### config.mk
export PLATFORM = sky130hd
export DESIGN_NAME = norm_shift
export DESIGN_NICKNAME = d
export VERILOG_FILES = /design/src/rtl/norm_shift.sv
export SDC_FILE = /design/constraint.sdc
export NUM_CORES = 1
export LEC_CHECK = 0
export ABC_AREA = 1
export CAP_MARGIN = 20
export CORE_AREA = 5 5 100 102
export CTS_CLUSTER_SIZE = 25
export DETAILED_ROUTE_END_ITERATION = 12
export DIE_AREA = 0 0 105 107
export GPL_TIMING_DRIVEN = 0
export PLACE_DENSITY = 0.65
export SETUP_SLACK_MARGIN = 0.1
export SYNTH_ARGS = -nofsm -noshare
export SYNTH_HDL_FRONTEND = slang
export SYNTH_SLANG_ARGS = --single-unit
### constraint.sdc
create_clock -name clk -period 1.7 [get_ports clk]
set_input_delay 0.255 -clock clk [delete_from_list [all_inputs] [get_ports clk]]
set_output_delay 0.255 -clock clk [all_outputs]
set_load 0.01 [all_outputs]
### src/rtl/norm_shift.sv
// Iterative normalizer: shifts an operand one bit per cycle until its MSB (left)
// or LSB (right) is set, reporting the shift distance and an all-zeros flag.
module norm_shift #(
  parameter  int WIDTH = 32,
  localparam int SW    = $clog2(WIDTH)
) (
  input  logic             clk,
  input  logic             rst,
  input  logic             in_valid,
  output logic             in_ready,
  input  logic [WIDTH-1:0] data_in,
  input  logic             rightleft,
  output logic             out_valid,
  input  logic             out_ready,
  output logic [WIDTH-1:0] data_out,
  output logic [SW-1:0]    shift_amount,
  output logic             zero
);

  typedef enum logic [1:0] {IDLE, SCAN, DONE} state_t;

  state_t           state, state_nxt;
  logic [WIDTH-1:0] work;
  logic             dir;
  logic [SW-1:0]    cnt;
  logic [WIDTH-1:0] res_data;
  logic [SW-1:0]    res_cnt;
  logic             res_zero;

  logic work_zero, target;
  assign work_zero = (work == '0);
  assign target    = dir ? work[0] : work[WIDTH-1];

  always_ff @(posedge clk) begin
    if (rst) state <= IDLE;
    else     state <= state_nxt;
  end

  always_comb begin
    state_nxt = state;
    in_ready  = 1'b0;
    out_valid = 1'b0;
    case (state)
      IDLE: begin
        in_ready = 1'b1;
        if (in_valid) state_nxt = SCAN;
      end
      SCAN: if (work_zero || target) state_nxt = DONE;
      DONE: begin
        out_valid = 1'b1;
        if (out_ready) state_nxt = IDLE;
      end
      default: state_nxt = IDLE;
    endcase
  end

  // Results live in their own registers so they survive the next operand's
  // load and scan until a new DONE replaces them.
  always_ff @(posedge clk) begin
    if (rst) begin
      work     <= '0;
      dir      <= 1'b0;
      cnt      <= '0;
      res_data <= '0;
      res_cnt  <= '0;
      res_zero <= 1'b0;
    end else begin
      case (state)
        IDLE: if (in_valid) begin
          work <= data_in;
          dir  <= rightleft;
          cnt  <= '0;
        end
        SCAN: begin
          if (work_zero) begin
            res_data <= '0;
            res_cnt  <= '0;
            res_zero <= 1'b1;
          end else if (target) begin
            res_data <= work;
            res_cnt  <= cnt;
            res_zero <= 1'b0;
          end else begin
            work <= dir ? (work >> 1) : (work << 1);
            cnt  <= cnt + 1'b1;
          end
        end
        default: ;
      endcase
    end
  end

  assign data_out     = res_data;
  assign shift_amount = res_cnt;
  assign zero         = res_zero;

endmodule

==> results.py, run 1 <==
metrics = {
    "yosys": {
        "postSynthAreaPerCell_um2": 6.727,
        "yosys.area.top_type_share_pct": 39.88,
        "synth_area_leaders": "dfxtp_1 40%, nand2_1 12%, nor2_1 10%, a21oi_1 8.3%, nand4_1 6.4%",
        "ys.flop_type": "dfxtp_1",
        "synthCells": 582,
        "yosysSeqAreaShare_pct": 39.88,
        "synth_top_cell_by_area": "dfxtp_1",
        "syn_nets": 620,
        "synth_cell_types": 25,
        "ys_ff_latch": 78,
        "synth_edf_count": 0,
        "synthesis.area_um2": 3915,
        "async_flop_share_pct": 0,
        "yosysWarnings": 0,
    },
    "route": {
        "routed-via-count": 4358,
        "detail_route.drc_violations": 0,
        "ant_nets": 0,
        "vias_per_cell": 5.420,
        "drt-pass1-iter-count": 5,
        "drtIter0Drc": 281,
        "wl_mm": 12.67,
        "wire_per_inst_um": 15.76,
    },
    "pwr": {
        "p_leak_uw": 0.002124,
        "vdd_ir_drop_max_mv": 0.4574,
        "p_per_area_nw_per_um2": 985.2,
    },
    "worst_setup_path": {
        "start_kind": "flop",
        "path_cells": "nor2_1 > nand2_1 > nor2_2 > nand2_2 > nor2_4 > inv_4 > nand2_4 > nand2_4 > buf_6 > buf_8 > nand2_1 > a21oi_1",
        "max_stage_delay_ns": 0.33,
        "critPathSlowestCell": "dfxtp_2",
        "cp_max_fo": 10,
        "cp.arrival_ns": 1.90,
        "path_class": "flop to flop",
        "cp.required_ns": 1.92,
        "cp-end-kind": "flop",
    },
    "timing": {
        "period_minus_slack_ns": 1.681,
        "relSlewSlack_pct": 58.06,
        "fmax_mhz": 595.0,
        "worst_pin_slew_ns": 0.6291,
        "finalSetupViolations": 0,
        "skew_ns": 0.01152,
        "final_hold_viol_count": 0,
        "period_share_pct": 98.86,
        "rsz0062_at_grt": "true",
        "setup_slack_ns": 0.01936,
        "drv_slew": 0,
    },
    "cts": {
        "cts.clk_slew.worst_paths_ns": 0.08,
        "cts_sinks": 78,
        "cts_max_level": 3,
        "clk_latency_ns": 0.36,
        "cts-root-buf": "clkbuf_8",
        "tritoncts": "done",
        "cts_max_path_buffers": 2,
        "cts_buffers": 9,
    },
    "finish": {
        "seq_area_um2": 1594,
        "final_area_um2": 5336,
        "fillers": 882,
        "multi_input_area_um2": 2072,
        "antenna_cells": 0,
        "nets": 726,
        "final_common_cell": "nand2_1",
        "layout_common_cells": "123 x nand2_1, 98 x nor2_1, 73 x clkdlybuf4s50_1, 56 x dfxtp_1, 55 x a21oi_1",
        "utilization_pct": 59.15,
        "drive_gt1_share_pct": 18.76,
        "area_delta_synth_final_pct": 36.31,
    },
    "placement": {
        "port_buffers": 75,
        "gp_congestion": 0.9358,
        "dp_hpwl_mm": 8.779,
        "pre_cts_slack_ns": -0.1551,
        "dpl_cell_area_um2": 4805,
    },
    "grt": {
        "grt_max_degree": 14,
        "grt_pass1_vias": 4104,
        "antenna_found_initial": 0,
        "grt_usage_pct": 21.76,
        "grt_pass1_wl_mm": 20.24,
        "globalRouteOverflowTotal": 0,
    },
    "die": {
        "die_x_um": 105,
        "ioPinCount": 77,
        "num_rows": 35,
        "start_util_pct": 43.40,
        "die_y_um": 107,
        "coreArea_um2": 9021,
        "die_area_um2": 11240,
    },
    "status": {
        "outcome": "finished clean",
    },
    "min_path": {
        "hold_class": "primary input to flop",
    },
    "run": {
        "maxCapViolCount": 0,
    },
}
-- Yosys cell counts (2+ instances only) --
master    number
a21oi_1       65
a22oi_1       25
a31o_2         2
buf_1          3
buf_2         17
buf_4          7
buf_6          2
clkbuf_1      18
dfxtp_1       78
inv_1         30
inv_2          6
nand2_1      126
nand2_2        2
nand3_1       34
nand4_1       40
nor2_1       106
o21ai_0       13
-- registers in the layout, summed over array words and instances (netlist names) --
register and count:
data_out 32, work 32, shift_amount 5, zero 1, state 2, cnt 5, dir 1
-- metal layers --
metal | part of all wire [%] | vias to the layer above | routed length (um) | global-route usage (%)
met5 | 0 | - | 0 | 0
met4 | 1.8 | 0 | 225 | 6.484
met3 | 6.5 | 23 | 824 | 3.672
met2 | 46 | 183 | 5856 | 35.21
met1 | 45 | 2005 | 5763 | 29.73
li1 | - | 2147 | - | -
-- per-stage QoR --
stage / cells / hold slack, ns / total power [uW] / setup TNS [ns]
2_1_floorplan: 582 / 0.4179 / 3235 / 0
3_3_place_gp: 768 / 0.4477 / 3703 / -6.339
3_5_place_dp: 768 / 0.4520 / 3721 / -5.946
4_1_cts: 797 / 0.2323 / 5129 / 0
5_1_grt: 804 / 0.2629 / 5569 / -2.630
6_report: 804 / 0.2328 / 5257 / 0
-- area by class of cell --
| cell class | count | area share (%) |
|---|---|---|
| inverter | 36 | 2.696 |
| clock buffer | 11 | 2.649 |
| multi-input combinational | 421 | 38.83 |
| timing repair buffer | 95 | 17.21 |
| tap | 111 | 2.603 |
| buffer | 47 | 5.487 |
| clock inverter | 5 | 0.6565 |
| sequential | 78 | 29.87 |
-- power by group --
part	internal [uW]	total, uW	leakage [uW]	switching [uW]
clock	568	1300	0.0000776	731
combinational	737	1740	0.00140	999
sequential	2030	2220	0.000646	190
total	3340	5260	0.00212	1920
-- timing repair --
item / in CTS / in global routing
resized for setup: 43 / 46
pin swaps: 7 / 12
endpoints found under the hold margin: 0 / 0
hold buffers: 0 / 0
endpoints found under the setup margin: 78 / 76
setup buffers: 12 / 5
cloned: 1 / 2
-- kinds of logic (layout without fill, tap and decap cells) --
group,after synthesis,in the layout,synth area share [%]
and+or+nand+nor,312,312,34.16
adders and majority gates,1,1,0.3195
buffers and inverters,83,194,9.556
xor gates and xnor gates,1,1,0.2238
AOI/OAI and AO/OA,107,107,15.85
DFF,78,78,39.89
-- path summary, 6_finish.rpt --
| check | start | end | slack, ns | cells past startpoint |
|---|---|---|---|---|
| worst max register to register | work[10]$_SDFFE_PP0P_ | data_out[20]$_SDFFE_PP0P_ | 0.02 | 12 |
| worst min register to register | data_out[31]$_SDFFE_PP0P_ | data_out[31]$_SDFFE_PP0P_ | 0.46 | 2 |
| worst max-delay path | work[10]$_SDFFE_PP0P_ | data_out[20]$_SDFFE_PP0P_ | 0.02 | 12 |
| worst min-delay path | rst | zero$_SDFFE_PP0P_ | 0.23 | 2 |
-- worst max-delay path: cells and delay by family, from the launching register on --
family	cells	cell delay, ns
DFF	1	0.33
buffers and inverters	3	0.31
and+or+nand+nor	8	0.82
AOI/OAI and AO/OA	1	0.05
(Power assumes the default switching activity.)
==> run 2: changes to the inputs <==
Settings changed: CTS_CLUSTER_SIZE 25 to 14, MAX_ROUTING_LAYER from default to met4, SLEW_MARGIN from default to 20.
==> results.py, run 2 (synthesis results as in run 1) <==
metrics = {
    "die": {
        "die_x_um": 105,
        "die_y_um": 107,
        "start_util_pct": 43.40,
        "ioPinCount": 77,
        "num_rows": 35,
        "coreArea_um2": 9021,
        "die_area_um2": 11240,
    },
    "worst_setup_path": {
        "cp-end-kind": "flop",
        "cp.arrival_ns": 1.98,
        "endpoint": "work[15]$_SDFFE_PP0P_",
        "timing.rr.end": "work[15]$_SDFFE_PP0P_",
        "cp.required_ns": 1.95,
        "start_kind": "flop",
        "worstRegToRegCells": 8,
        "startpoint": "state[1]$_SDFFE_PP0P_",
        "rrSetupSlack_ns": -0.03,
        "path_class": "flop to flop",
        "cp_max_fo": 10,
        "crit-reg2reg-launch": "state[1]$_SDFFE_PP0P_",
    },
    "grt": {
        "grt_pass1_wl_mm": 21.31,
        "grt_pass1_vias": 4191,
        "use_met1_pct": 31.66,
        "globalRouteMet2Util_pct": 37.95,
        "gr-usage-met3_pct": 3.672,
        "top_usage_layer": "met2",
        "globalRouteOverflowTotal": 0,
        "grt_usage_pct": 23.98,
        "antenna_found_initial": 0,
        "grt_max_degree": 14,
    },
    "route": {
        "drt-pass1-iter-count": 5,
        "wl_mm": 13.65,
        "detail_route.drc_violations": 0,
        "routed-via-count": 4418,
        "drtIter0Drc": 360,
        "wire_per_inst_um": 16.87,
        "vias_per_cell": 5.461,
        "ant_nets": 0,
    },
    "cts": {
        "cts.clk_slew.worst_paths_ns": 0.09,
        "cts-root-buf": "clkbuf_8",
        "tritoncts": "done",
        "clk_latency_ns": 0.35,
        "cts_max_level": 3,
        "cts_buffers": 9,
        "cts_max_path_buffers": 2,
        "cts_sinks": 78,
    },
    "status": {
        "outcome": "complete, but fails checks",
        "violations": "negative setup slack",
    },
    "finish": {
        "area_delta_synth_final_pct": 55.13,
        "layout_common_cells": "92 x nand2_1, 72 x nor2_1, 72 x clkdlybuf4s50_1, 50 x dfxtp_1, 40 x nand4_1",
        "drive_gt1_share_pct": 32.95,
        "antenna_cells": 0,
        "instances_no_fill": 809,
        "final_common_cell": "nand2_1",
        "fillers": 796,
        "final_area_um2": 6073,
        "nets": 731,
    },
    "placement": {
        "dp_hpwl_mm": 8.772,
        "gp_congestion": 0.9627,
        "pre_cts_slack_ns": -0.1939,
        "dp.cells": 768,
        "dpl_cell_area_um2": 4805,
        "port_buffers": 75,
    },
    "timing": {
        "period_share_pct": 101.5,
        "worst_pin_slew_ns": 0.7703,
        "finalSetupViolations": 33,
        "period_minus_slack_ns": 1.726,
        "fmax_mhz": 579.3,
        "skew_ns": 0.01214,
        "final_hold_viol_count": 0,
        "fin_tns_setup_ns": -0.3331,
        "relSlewSlack_pct": 48.65,
        "rsz0062_at_grt": "true",
        "drv_slew": 0,
        "setup_slack_ns": -0.02629,
    },
    "pwr": {
        "p_leak_uw": 0.002310,
        "p_per_area_nw_per_um2": 937.7,
        "vdd_ir_drop_max_mv": 0.5212,
    },
    "run": {
        "maxCapViolCount": 0,
    },
    "min_path": {
        "hold_start": "rst",
        "hold_class": "primary input to flop",
    },
}
[run 2: cell count changes in the layout (fill, tap and decap cells not counted), moves of 13 or more]
| cell | before | now |
|---|---|---|
| nand2_1 | 123 | 92 |
| nand2_4 | 3 | 24 |
| nor2_1 | 98 | 72 |
| a21oi_1 | 55 | 32 |
| a21oi_2 | 10 | 33 |
| nor2_2 | 8 | 21 |
| nor2_4 | 1 | 14 |
[run 2: repair_timing]
action                                  in CTS  in global routing
hold buffers                                 0                  0
resized for setup                          164                 87
cloned                                       6                  1
setup buffers                               15                  3
pin swaps                                   42                 22
endpoints found under the setup margin      78                 77
[run 2: through the flow]
| step | hold WS [ns] | utilization, % | power, uW |
|---|---|---|---|
| finish | 0.2399 | 67.32 | 5695 |
| global route | 0.2429 | 67.32 | 6011 |
| global placement | 0.4477 | 53.26 | 3707 |
| CTS | 0.2303 | 63.38 | 5495 |
| floorplan | 0.4179 | - | 3235 |
| detailed placement | 0.4514 | 53.26 | 3725 |
[run 2: worst max-delay path, cell delays in order, from the launching register on]
cell and delay (ns):
dfxtp_2 0.38, inv_2 0.04, nand2_1 0.17, clkbuf_1 0.40, a21oi_1 0.09, a22oi_1 0.23
nand4_1 0.16, nand2_1 0.11, nor2_1 0.05
[run 2: final cells by class]
cell class              count  area, um2  share of cell area [%]
flip-flops and latches     78       1609                   26.49
clock buffers              11      141.4                   2.328
plain buffers              47      375.4                   6.180
multi-input cells         421       2545                   41.90
well taps                 111      138.9                   2.287
repair buffers            100       1084                   17.84
clock inverters             5      35.03                  0.5768
inverters                  36      145.1                   2.390
[run 2: worst min path at each step]
| stage | to | slack (ns) | depth (start not counted) |
|---|---|---|---|
| 2_1_floorplan | dir$_SDFFE_PP0P_ | 0.42 | 2 |
| 3_3_place_gp | data_out[0]$_SDFFE_PP0P_ | 0.45 | 2 |
| 3_5_place_dp | data_out[4]$_SDFFE_PP0P_ | 0.45 | 2 |
| 4_1_cts | zero$_SDFFE_PP0P_ | 0.23 | 2 |
| 5_1_grt | zero$_SDFFE_PP0P_ | 0.24 | 2 |
| 6_report | zero$_SDFFE_PP0P_ | 0.24 | 2 |
[run 2: power breakdown]
part | internal, uW | switching, uW
clock network | 569 | 716
logic | 956 | 1180
registers | 2040 | 237
total | 3570 | 2130
[run 2: routing by layer]
layer	vias up	wire, um
li1	2166	-
met1	2032	5925
met2	198	6484
met3	22	965
met4	0	274
met5	-	0
==> run 3: changes to the inputs <==
Settings changed: HOLD_SLACK_MARGIN from default to 0.02, RECOVER_POWER from default to 100, TNS_END_PERCENT from default to 5.
==> results.py, run 3 (synthesis results as in run 1) <==
metrics = {
    "worst_setup_path": {
        "cp.arrival_ns": 1.94,
        "path_class": "flop to flop",
        "cp-end-kind": "flop",
        "start_kind": "flop",
        "cp.required_ns": 1.91,
        "cp_max_fo": 5,
    },
    "timing": {
        "final_hold_viol_count": 0,
        "rsz0062_at_grt": "true",
        "skew_ns": 0.01574,
        "relSlewSlack_pct": 57.33,
        "period_share_pct": 101.4,
        "period_minus_slack_ns": 1.724,
        "finalSetupViolations": 14,
        "drv_slew": 0,
        "fmax_mhz": 580.2,
        "worst_pin_slew_ns": 0.6401,
        "hold_ws_ns": 0.2331,
        "setup_slack_ns": -0.02356,
        "fin_tns_setup_ns": -0.1612,
    },
    "cts": {
        "clk_latency_ns": 0.36,
        "cts_sinks": 78,
        "cts.clk_slew.worst_paths_ns": 0.09,
        "cts_buffers": 9,
        "cts-root-buf": "clkbuf_8",
        "cts_max_path_buffers": 2,
        "tritoncts": "done",
        "cts_max_level": 3,
    },
    "grt": {
        "grt_pass1_wl_mm": 20.08,
        "grt_pass1_vias": 3967,
        "grt_max_degree": 14,
        "antenna_found_initial": 0,
        "globalRouteOverflowTotal": 0,
        "grt_usage_pct": 22.46,
    },
    "die": {
        "die_area_um2": 11240,
        "coreArea_um2": 9021,
        "die_x_um": 105,
        "die_y_um": 107,
        "ioPinCount": 77,
        "start_util_pct": 43.40,
        "num_rows": 35,
    },
    "run": {
        "maxCapViolCount": 0,
    },
    "placement": {
        "port_buffers": 75,
        "gp_congestion": 0.9627,
        "dp.cells": 768,
        "dp_hpwl_mm": 8.772,
    },
    "pwr": {
        "vdd_ir_drop_max_mv": 0.4881,
        "p_per_area_nw_per_um2": 979.5,
        "total_power_uw": 5261,
        "p_leak_uw": 0.002243,
    },
    "route": {
        "vias_per_cell": 5.333,
        "routed-via-count": 4245,
        "ant_nets": 0,
        "wire_per_inst_um": 15.78,
        "wl_mm": 12.56,
        "detail_route.drc_violations": 0,
        "drt-pass1-iter-count": 5,
        "drtIter0Drc": 308,
    },
    "finish": {
        "area_delta_synth_final_pct": 37.20,
        "drive_gt1_share_pct": 19.56,
        "fillers": 905,
        "nets": 718,
        "utilization_pct": 59.54,
        "final_common_cell": "nand2_1",
        "layout_common_cells": "113 x nand2_1, 98 x nor2_1, 56 x a21oi_1, 53 x dfxtp_1, 40 x nand4_1",
        "instances_no_fill": 796,
        "antenna_cells": 0,
    },
    "status": {
        "outcome": "complete, but fails checks",
        "violations": "negative setup slack",
    },
    "min_path": {
        "hold_class": "primary input to flop",
    },
}
## run 3: cell types whose count changed in the layout (fill, tap and decap cells not counted), moves of 8 or more
cell	previous run	this run
nor2_1	72	98
nor2_2	21	8
nand2_1	92	113
dlygate4sd3_1	0	38
a21oi_2	33	9
nand2_4	24	6
nor2_4	14	1
a21oi_1	32	56
nand3_1	21	29
clkdlybuf4s50_1	72	35
## run 3: per-stage QoR
stage,setup slack [ns],instance area (um2)
2_1_floorplan,0.2501,3915
3_3_place_gp,-0.1830,4805
3_5_place_dp,-0.1939,4805
4_1_cts,0.05762,5230
5_1_grt,-0.08552,5371
6_report,-0.02356,5371
## run 3: repair_timing
action	4_1_cts	5_1_grt
hold buffers	0	0
buffers inserted	10	1
cloned	0	1
pin swaps	20	14
resized for setup	61	45
endpoints found under the setup margin	78	77
## run 3: final cells by class
type / count / area [um2] / area share [%]
clock buffer: 11 / 141.4 / 2.632
sequential: 78 / 1603 / 29.84
buffer: 47 / 300.3 / 5.590
tap: 111 / 138.9 / 2.586
inverter: 36 / 140.1 / 2.609
timing repair buffer: 87 / 884.6 / 16.47
multi-input combinational: 421 / 2128 / 39.62
clock inverter: 5 / 35.03 / 0.6522
## run 3: worst max-delay path, stage by stage (launching register included)
cell and delay [ns]:
dfxtp_2 0.35, nor2_2 0.10, nand2_1 0.08, nor2_2 0.15
nand2_2 0.09, nor2_4 0.18, inv_4 0.07, nand2_4 0.10
nand2_4 0.07, buf_8 0.14, clkbuf_16 0.15, nand2_1 0.05
a21oi_1 0.05
## run 3: worst paths after layout
path | startpoint | end | slack (ns) | cells after the start
setup / recovery | work[12]$_SDFFE_PP0P_ | data_out[20]$_SDFFE_PP0P_ | -0.02 | 12
hold reg to reg | data_out[13]$_SDFFE_PP0P_ | data_out[13]$_SDFFE_PP0P_ | 0.46 | 2
setup reg to reg | work[12]$_SDFFE_PP0P_ | data_out[20]$_SDFFE_PP0P_ | -0.02 | 12
hold / removal | rst | zero$_SDFFE_PP0P_ | 0.23 | 2
## run 3: per-layer routing
metal	vias to the layer above	global-route usage [%]	wire length, um
met4	0	5.662	183
met2	150	34.98	5770
met1	1954	30.84	5857
met5	-	-	0
met3	17	3.191	749
li1	2124	-	-
## run 3: where the power goes
part / leakage [uW] / total [uW] / internal [uW] / switching, uW
logic: 0.00152 / 1720 / 721 / 1000
registers: 0.000647 / 2230 / 2040 / 195
clock network: 0.0000776 / 1310 / 569 / 738
total: 0.00224 / 5260 / 3330 / 1930
